==> config.mk <==
export PLATFORM = sky130hd
export DESIGN_NAME = rv32i_ctrl_fsm
export DESIGN_NICKNAME = d
export VERILOG_FILES = /design/src/rtl/rv32i_pkg.sv /design/src/rtl/rv32i_wait_timer.sv /design/src/rtl/rv32i_ctrl_fsm.sv
export SDC_FILE = /design/constraint.sdc
export NUM_CORES = 1
export LEC_CHECK = 0
export ABC_AREA = 1
export CAP_MARGIN = 25
export CORE_UTILIZATION = 46
export CTS_CLUSTER_DIAMETER = 150
export DETAILED_ROUTE_END_ITERATION = 16
export PLACE_DENSITY_LB_ADDON = 0.05
export SYNTH_ARGS = -nofsm -noshare
export SYNTH_HDL_FRONTEND = slang
export SYNTH_SLANG_ARGS = --single-unit
==> constraint.sdc <==
create_clock -name clk -period 1.76 [get_ports clk]
set_clock_uncertainty 0.1 [all_clocks]
set_input_delay 0.352 -clock clk [delete_from_list [all_inputs] [get_ports clk]]
set_output_delay 0.352 -clock clk [all_outputs]
set_load 0.05 [all_outputs]
==> src/rtl/rv32i_pkg.sv <==
// Shared definitions for the RV32I multi-cycle control sequencer:
// opcodes, FSM state encoding, mux-select encodings and trap causes.
package rv32i_pkg;

    localparam logic [6:0] OPC_LUI      = 7'b0110111;
    localparam logic [6:0] OPC_AUIPC    = 7'b0010111;
    localparam logic [6:0] OPC_JAL      = 7'b1101111;
    localparam logic [6:0] OPC_JALR     = 7'b1100111;
    localparam logic [6:0] OPC_BRANCH   = 7'b1100011;
    localparam logic [6:0] OPC_LOAD     = 7'b0000011;
    localparam logic [6:0] OPC_STORE    = 7'b0100011;
    localparam logic [6:0] OPC_OP_IMM   = 7'b0010011;
    localparam logic [6:0] OPC_OP       = 7'b0110011;
    localparam logic [6:0] OPC_MISC_MEM = 7'b0001111;
    localparam logic [6:0] OPC_SYSTEM   = 7'b1110011;

    typedef enum logic [2:0] {
        ST_FETCH,
        ST_DECODE,
        ST_EXEC,
        ST_MEM,
        ST_WB,
        ST_TRAP
    } ctrl_state_t;

    typedef enum logic [1:0] {
        PC_PLUS4 = 2'b00,
        PC_IMM   = 2'b01,
        PC_ALU   = 2'b10
    } pc_sel_t;

    typedef enum logic [1:0] {
        WB_ALU  = 2'b00,
        WB_LOAD = 2'b01,
        WB_PC4  = 2'b10,
        WB_IMM  = 2'b11
    } wb_sel_t;

    typedef enum logic [1:0] {
        CAUSE_NONE         = 2'd0,
        CAUSE_ILLEGAL      = 2'd1,
        CAUSE_IMEM_TIMEOUT = 2'd2,
        CAUSE_DMEM_TIMEOUT = 2'd3
    } trap_cause_t;

    // Full 7-bit match, so a non-11 low pair and SYSTEM both fall out as illegal.
    function automatic logic opcode_legal(input logic [6:0] opc);
        case (opc)
            OPC_LUI, OPC_AUIPC, OPC_JAL, OPC_JALR, OPC_BRANCH,
            OPC_LOAD, OPC_STORE, OPC_OP_IMM, OPC_OP, OPC_MISC_MEM: return 1'b1;
            default: return 1'b0;
        endcase
    endfunction

    function automatic logic uses_imm_op2(input logic [6:0] opc);
        case (opc)
            OPC_OP_IMM, OPC_LOAD, OPC_STORE, OPC_JALR, OPC_AUIPC: return 1'b1;
            default: return 1'b0;
        endcase
    endfunction

    function automatic logic writes_rd(input logic [6:0] opc);
        case (opc)
            OPC_LUI, OPC_AUIPC, OPC_JAL, OPC_JALR,
            OPC_LOAD, OPC_OP_IMM, OPC_OP: return 1'b1;
            default: return 1'b0;
        endcase
    endfunction

endpackage

==> src/rtl/rv32i_wait_timer.sv <==
// Handshake wait counter shared by the FETCH and MEM waits; flags expiry
// once the count reaches LIMIT while still enabled.
module rv32i_wait_timer #(
    parameter int unsigned LIMIT = 255
) (
    input  logic clk,
    input  logic reset,
    input  logic clear,
    input  logic enable,
    output logic expired
);

    localparam logic [15:0] LIMIT_W = LIMIT[15:0];

    logic [15:0] count;

    always_ff @(posedge clk) begin
        if (reset || clear) begin
            count <= '0;
        end else if (enable && !expired) begin
            count <= count + 16'd1;
        end
    end

    assign expired = enable && (count == LIMIT_W);

endmodule

==> src/rtl/rv32i_ctrl_fsm.sv <==
// Multi-cycle RV32I control sequencer (FETCH/DECODE/EXEC/MEM/WB/TRAP).
// Define RV32I_CTRL_PERF_EN to add cycle_cnt/instret_cnt performance counters.
module rv32i_ctrl_fsm
    import rv32i_pkg::*;
#(
    parameter int unsigned TIMEOUT_CYCLES = 255
) (
    input  logic        clk,
    input  logic        reset,
    input  logic [31:0] instr,
    output logic        imem_req,
    input  logic        imem_ack,
    output logic        ir_we,
    output logic        dmem_req,
    output logic        dmem_we,
    input  logic        dmem_ack,
    input  logic        br_taken,
    output logic        pc_we,
    output logic [1:0]  pc_sel,
    output logic        op2_sel,
    output logic        rf_we,
    output logic [1:0]  wb_sel,
    output logic        trap,
`ifdef RV32I_CTRL_PERF_EN
    output logic [63:0] cycle_cnt,
    output logic [63:0] instret_cnt,
`endif
    output logic [1:0]  trap_cause
);

    ctrl_state_t state, state_nxt;
    trap_cause_t cause_q, cause_nxt;
    pc_sel_t     pc_sel_v;
    wb_sel_t     wb_sel_v;
    logic        br_taken_q;
    logic        wait_st;
    logic        timer_expired;
    logic [6:0]  opc;
    logic        rd_nonzero;
    logic        instr_unused;

    assign opc          = instr[6:0];
    assign rd_nonzero   = (instr[11:7] != 5'd0);
    assign instr_unused = ^instr[31:12];
    assign wait_st      = (state == ST_FETCH) || (state == ST_MEM);

    rv32i_wait_timer #(
        .LIMIT(TIMEOUT_CYCLES)
    ) u_wait_timer (
        .clk    (clk),
        .reset  (reset),
        .clear  (!wait_st),
        .enable (wait_st),
        .expired(timer_expired)
    );

    always_ff @(posedge clk) begin
        if (reset) begin
            state      <= ST_FETCH;
            cause_q    <= CAUSE_NONE;
            br_taken_q <= 1'b0;
        end else begin
            state   <= state_nxt;
            cause_q <= cause_nxt;
            if (state == ST_EXEC && opc == OPC_BRANCH) begin
                br_taken_q <= br_taken;
            end
        end
    end

    always_comb begin
        state_nxt  = state;
        cause_nxt  = cause_q;
        imem_req   = 1'b0;
        ir_we      = 1'b0;
        dmem_req   = 1'b0;
        dmem_we    = 1'b0;
        pc_we      = 1'b0;
        pc_sel_v   = PC_PLUS4;
        op2_sel    = 1'b0;
        rf_we      = 1'b0;
        wb_sel_v   = WB_ALU;
        trap       = 1'b0;

        case (state)
            ST_FETCH: begin
                imem_req = 1'b1;
                if (imem_ack) begin
                    ir_we     = 1'b1;
                    state_nxt = ST_DECODE;
                end else if (timer_expired) begin
                    state_nxt = ST_TRAP;
                    cause_nxt = CAUSE_IMEM_TIMEOUT;
                end
            end
            ST_DECODE: begin
                if (opcode_legal(opc)) begin
                    state_nxt = ST_EXEC;
                end else begin
                    state_nxt = ST_TRAP;
                    cause_nxt = CAUSE_ILLEGAL;
                end
            end
            ST_EXEC: begin
                op2_sel   = uses_imm_op2(opc);
                state_nxt = (opc == OPC_LOAD || opc == OPC_STORE) ? ST_MEM : ST_WB;
            end
            ST_MEM: begin
                dmem_req = 1'b1;
                dmem_we  = (opc == OPC_STORE);
                if (dmem_ack) begin
                    state_nxt = ST_WB;
                end else if (timer_expired) begin
                    state_nxt = ST_TRAP;
                    cause_nxt = CAUSE_DMEM_TIMEOUT;
                end
            end
            ST_WB: begin
                pc_we = 1'b1;
                if (opc == OPC_JAL || (opc == OPC_BRANCH && br_taken_q)) begin
                    pc_sel_v = PC_IMM;
                end else if (opc == OPC_JALR) begin
                    pc_sel_v = PC_ALU;
                end
                rf_we = writes_rd(opc) && rd_nonzero;
                case (opc)
                    OPC_LUI:           wb_sel_v = WB_IMM;
                    OPC_JAL, OPC_JALR: wb_sel_v = WB_PC4;
                    OPC_LOAD:          wb_sel_v = WB_LOAD;
                    default:           wb_sel_v = WB_ALU;
                endcase
                state_nxt = ST_FETCH;
            end
            ST_TRAP: begin
                trap = 1'b1;
            end
            default: begin
                state_nxt = ST_FETCH;
            end
        endcase

        // Outputs are forced quiet while reset is held, even before the state register updates.
        if (reset) begin
            imem_req = 1'b0;
            ir_we    = 1'b0;
            dmem_req = 1'b0;
            dmem_we  = 1'b0;
            pc_we    = 1'b0;
            op2_sel  = 1'b0;
            rf_we    = 1'b0;
            trap     = 1'b0;
        end
    end

    assign pc_sel     = pc_sel_v;
    assign wb_sel     = wb_sel_v;
    assign trap_cause = reset ? 2'd0 : cause_q;

`ifdef RV32I_CTRL_PERF_EN
    always_ff @(posedge clk) begin
        if (reset) begin
            cycle_cnt   <= '0;
            instret_cnt <= '0;
        end else begin
            if (state != ST_TRAP) begin
                cycle_cnt <= cycle_cnt + 64'd1;
            end
            if (state == ST_WB) begin
                instret_cnt <= instret_cnt + 64'd1;
            end
        end
    end
`endif

endmodule

==> flow_metrics.env <==
export IMPL_syn_nets=299
export IMPL_initial_utilization_pct=49.0
export IMPL_io_buffers=30
export IMPL_fmax_ghz=0.487
export IMPL_syn_mean_instance_area_um2=5.82
export IMPL_die_w_um=59.5
export IMPL_antenna_found_initial=0
export IMPL_routed_wirelength_um=6410
export IMPL_grt_max_degree=14
export IMPL_cts_buffers=3
export IMPL_yosys_register_bits=22
export IMPL_crit_required_ns=1.31
export IMPL_ys_warn_count=0
export IMPL_holdWs_ns=0.338
export IMPL_top_layer="met4"
export IMPL_post_route_period_util_pct=117
export IMPL_cellPowerDensity_nw_per_um2=933
export IMPL_wl_met3_um=431
export IMPL_maxCapViolations=0
export IMPL_maxSlewViolCount=0
export IMPL_utilization_pct=87.8
export IMPL_cts_root_buf="clkbuf_4"
export IMPL_dr_pass1_iters=6
export IMPL_cp_max_fo=3
export IMPL_rows=20
export IMPL_drtAntennaViolNets=0
export IMPL_tightestPinTransition_ns=0.393
export IMPL_cts_tree="built"
export IMPL_gr_total_overflow=0
export IMPL_wl_met2_um=3230
export IMPL_grt_pass1_vias=1862
export IMPL_cts_hold_buffers=0
export IMPL_fin_crit_ns=2.05
export IMPL_nNetsFinal=381
export IMPL_worst_path_dominant_cell_family="flip-flops"
export IMPL_tns_ns=-1.86
export IMPL_final_cell_mix="nand2_1 (68), buf_4 (46), nor2_1 (23), inv_1 (23), a21oi_1 (19)"
export IMPL_critical_path_class="reg2out"
export IMPL_end_kind="output port"
export IMPL_setup_viol=15
export IMPL_power_w=0.00254
export IMPL_hp_class="in2reg"
export IMPL_drt_initial_drc_count=208
export IMPL_rsz0062_at_grt="yes"
export IMPL_grt_pass1_wl_um=8040
export IMPL_gp_congestion=0.860
export IMPL_gr_usage_all_layers_pct=30.5
export IMPL_path_buf_inv=2
export IMPL_die_area_um2=3540
export IMPL_fillers=159
export IMPL_clk_pin_slew_ns=0.15
export IMPL_dp_final_hpwl_um=3280
export IMPL_htreeDepth=1
export IMPL_timing_final_ws_setup_ns=-0.293
export IMPL_drc=0
export IMPL_drive_gt1_share_pct=41.8
export IMPL_antenna_cells=0
export IMPL_area_delta_synth_final_pct=79.2
export IMPL_final_common_cell="nand2_1"
export IMPL_synth_seq_area_share_pct=29.0
export IMPL_power_leakage_nw=1.15
export IMPL_clockBufferDepth=2
export IMPL_crit_slowest_cell="dfxtp_4"
export IMPL_outcome="finished, violations left"
export IMPL_violations="setup timing"
export IMPL_synthCells=261
export IMPL_vias=2159
export IMPL_cts_sinks=22
export IMPL_ir_worst_vdd_uv=698
export IMPL_finalNonFillerCells=386
export IMPL_critPathMaxStageDelay_ns=0.39
export IMPL_hold_viol=0
export IMPL_wl_per_cell_um=16.6
export IMPL_placedCellCount=361
export IMPL_worst_slew_margin_rel_pct=73.6
export IMPL_wl_met1_um=2410
export IMPL_fp_dieH_um=59.5
export IMPL_worst_setup_path_start_kind="flip-flop"
export IMPL_synthesis_area_um2=1520
export IMPL_viasPerCell=5.59
export IMPL_critPathArrivalTime_ns=1.60
export IMPL_worstSkewPairLatency_ns=0.34
export IMPL_synth_distinct_cells=27
export IMPL_path_cells="inv_1, nand3_4, nor2_4, o41ai_4, a31oi_4, buf_6"
export IMPL_core_region_area_um2=3100
export IMPL_ios=51
## power breakdown
group / internal (W) / total (W) / switching (W)
registers: 0.000583 / 0.000660 / 0.0000770
logic: 0.000603 / 0.00147 / 0.000868
clock network: 0.000231 / 0.000411 / 0.000180
## repair_timing
action,4_1_cts,5_1_grt
buffers inserted,9,12
gates cloned,0,0
gates resized for setup,71,33
endpoints found under the setup margin,13,26
pin swaps,14,14
## worst reg2reg max path, delay by kind of cell, from the launching register on
| family | cells | cell delay (ns) |
|---|---|---|
| buffers and inverters | 4 | 0.51 |
| AOI/OAI and AO/OA | 2 | 0.26 |
| DFF | 1 | 0.39 |
| and+or+nand+nor | 4 | 0.47 |
## flip-flops by register name, indices dropped and copies added (netlist names)
name and cells:
br_taken_q 1, state 3, u_wait_timer.count 16, cause_q 2
## through the flow
stage          instance area (um^2)  setup WS, ns
4_1_cts                        2580        -0.196
5_1_grt                        2720        -0.318
6_report                       2720        -0.293
2_1_floorplan                  1650        -0.256
3_3_place_gp                   2300        -0.440
3_5_place_dp                   2300        -0.480
## metal layers
metal	track usage (%)	vias up
met5	0	-
met4	17.0	0
met3	4.59	36
met2	55.9	133
met1	33.0	995
li1	-	995
## cell usage after synthesis
master	number	area [um^2]
and3_1	1	6.26
nor3_2	1	10.0
a22oi_1	1	7.51
o21ai_0	6	30.0
inv_1	34	128
nand4_1	2	12.5
inv_2	2	7.51
nand2_4	1	11.3
ha_1	1	12.5
nand3_1	21	105
or2_2	2	12.5
clkinv_1	1	3.75
a31oi_1	3	18.8
clkbuf_1	1	3.75
a21oi_1	21	105
nor4_1	1	6.26
nor3_1	6	30.0
o21bai_1	1	7.51
buf_6	2	22.5
nand2_2	1	6.26
xor2_1	5	43.8
o41ai_1	1	8.76
nor2_1	41	154
xnor2_1	2	17.5
nand2_1	79	297
dfxtp_1	22	440
nor2_2	2	12.5
## path summary, 6_finish.rpt
| path | from | endpoint | slack [ns] | cells past startpoint |
|---|---|---|---|---|
| setup / recovery | state[1] | rf_we | -0.29 | 6 |
| setup reg to reg | state[1] | u_wait_timer.count[4] | -0.05 | 10 |
| hold reg to reg | u_wait_timer.count[14] | u_wait_timer.count[14] | 0.37 | 2 |
| hold / removal | reset | state[1] | 0.34 | 3 |
## layout make-up
class | count | area, um^2 | share of cell area (%)
Multi-Input combinational cell | 199 | 1230 | 45.1
Timing Repair Buffer | 80 | 781 | 28.7
Sequential cell | 22 | 457 | 16.8
Inverter | 37 | 151 | 5.56
Tap cell | 44 | 55.1 | 2.02
Clock inverter | 1 | 30.0 | 1.10
Clock buffer | 3 | 22.5 | 0.827
## cells by family (layout without fill, tap and decap cells)
logic type / after synthesis / in the layout / synth area share [%]
adders and majority gates: 1 / 1 / 0.823
buffers and inverters: 40 / 121 / 10.9
xor gates and xnor gates: 7 / 7 / 4.03
and+or+nand+nor: 158 / 158 / 43.6
DFF: 22 / 22 / 29.0
AOI/OAI and AO/OA: 33 / 33 / 11.7
Power figures use the tool's default switching activity.
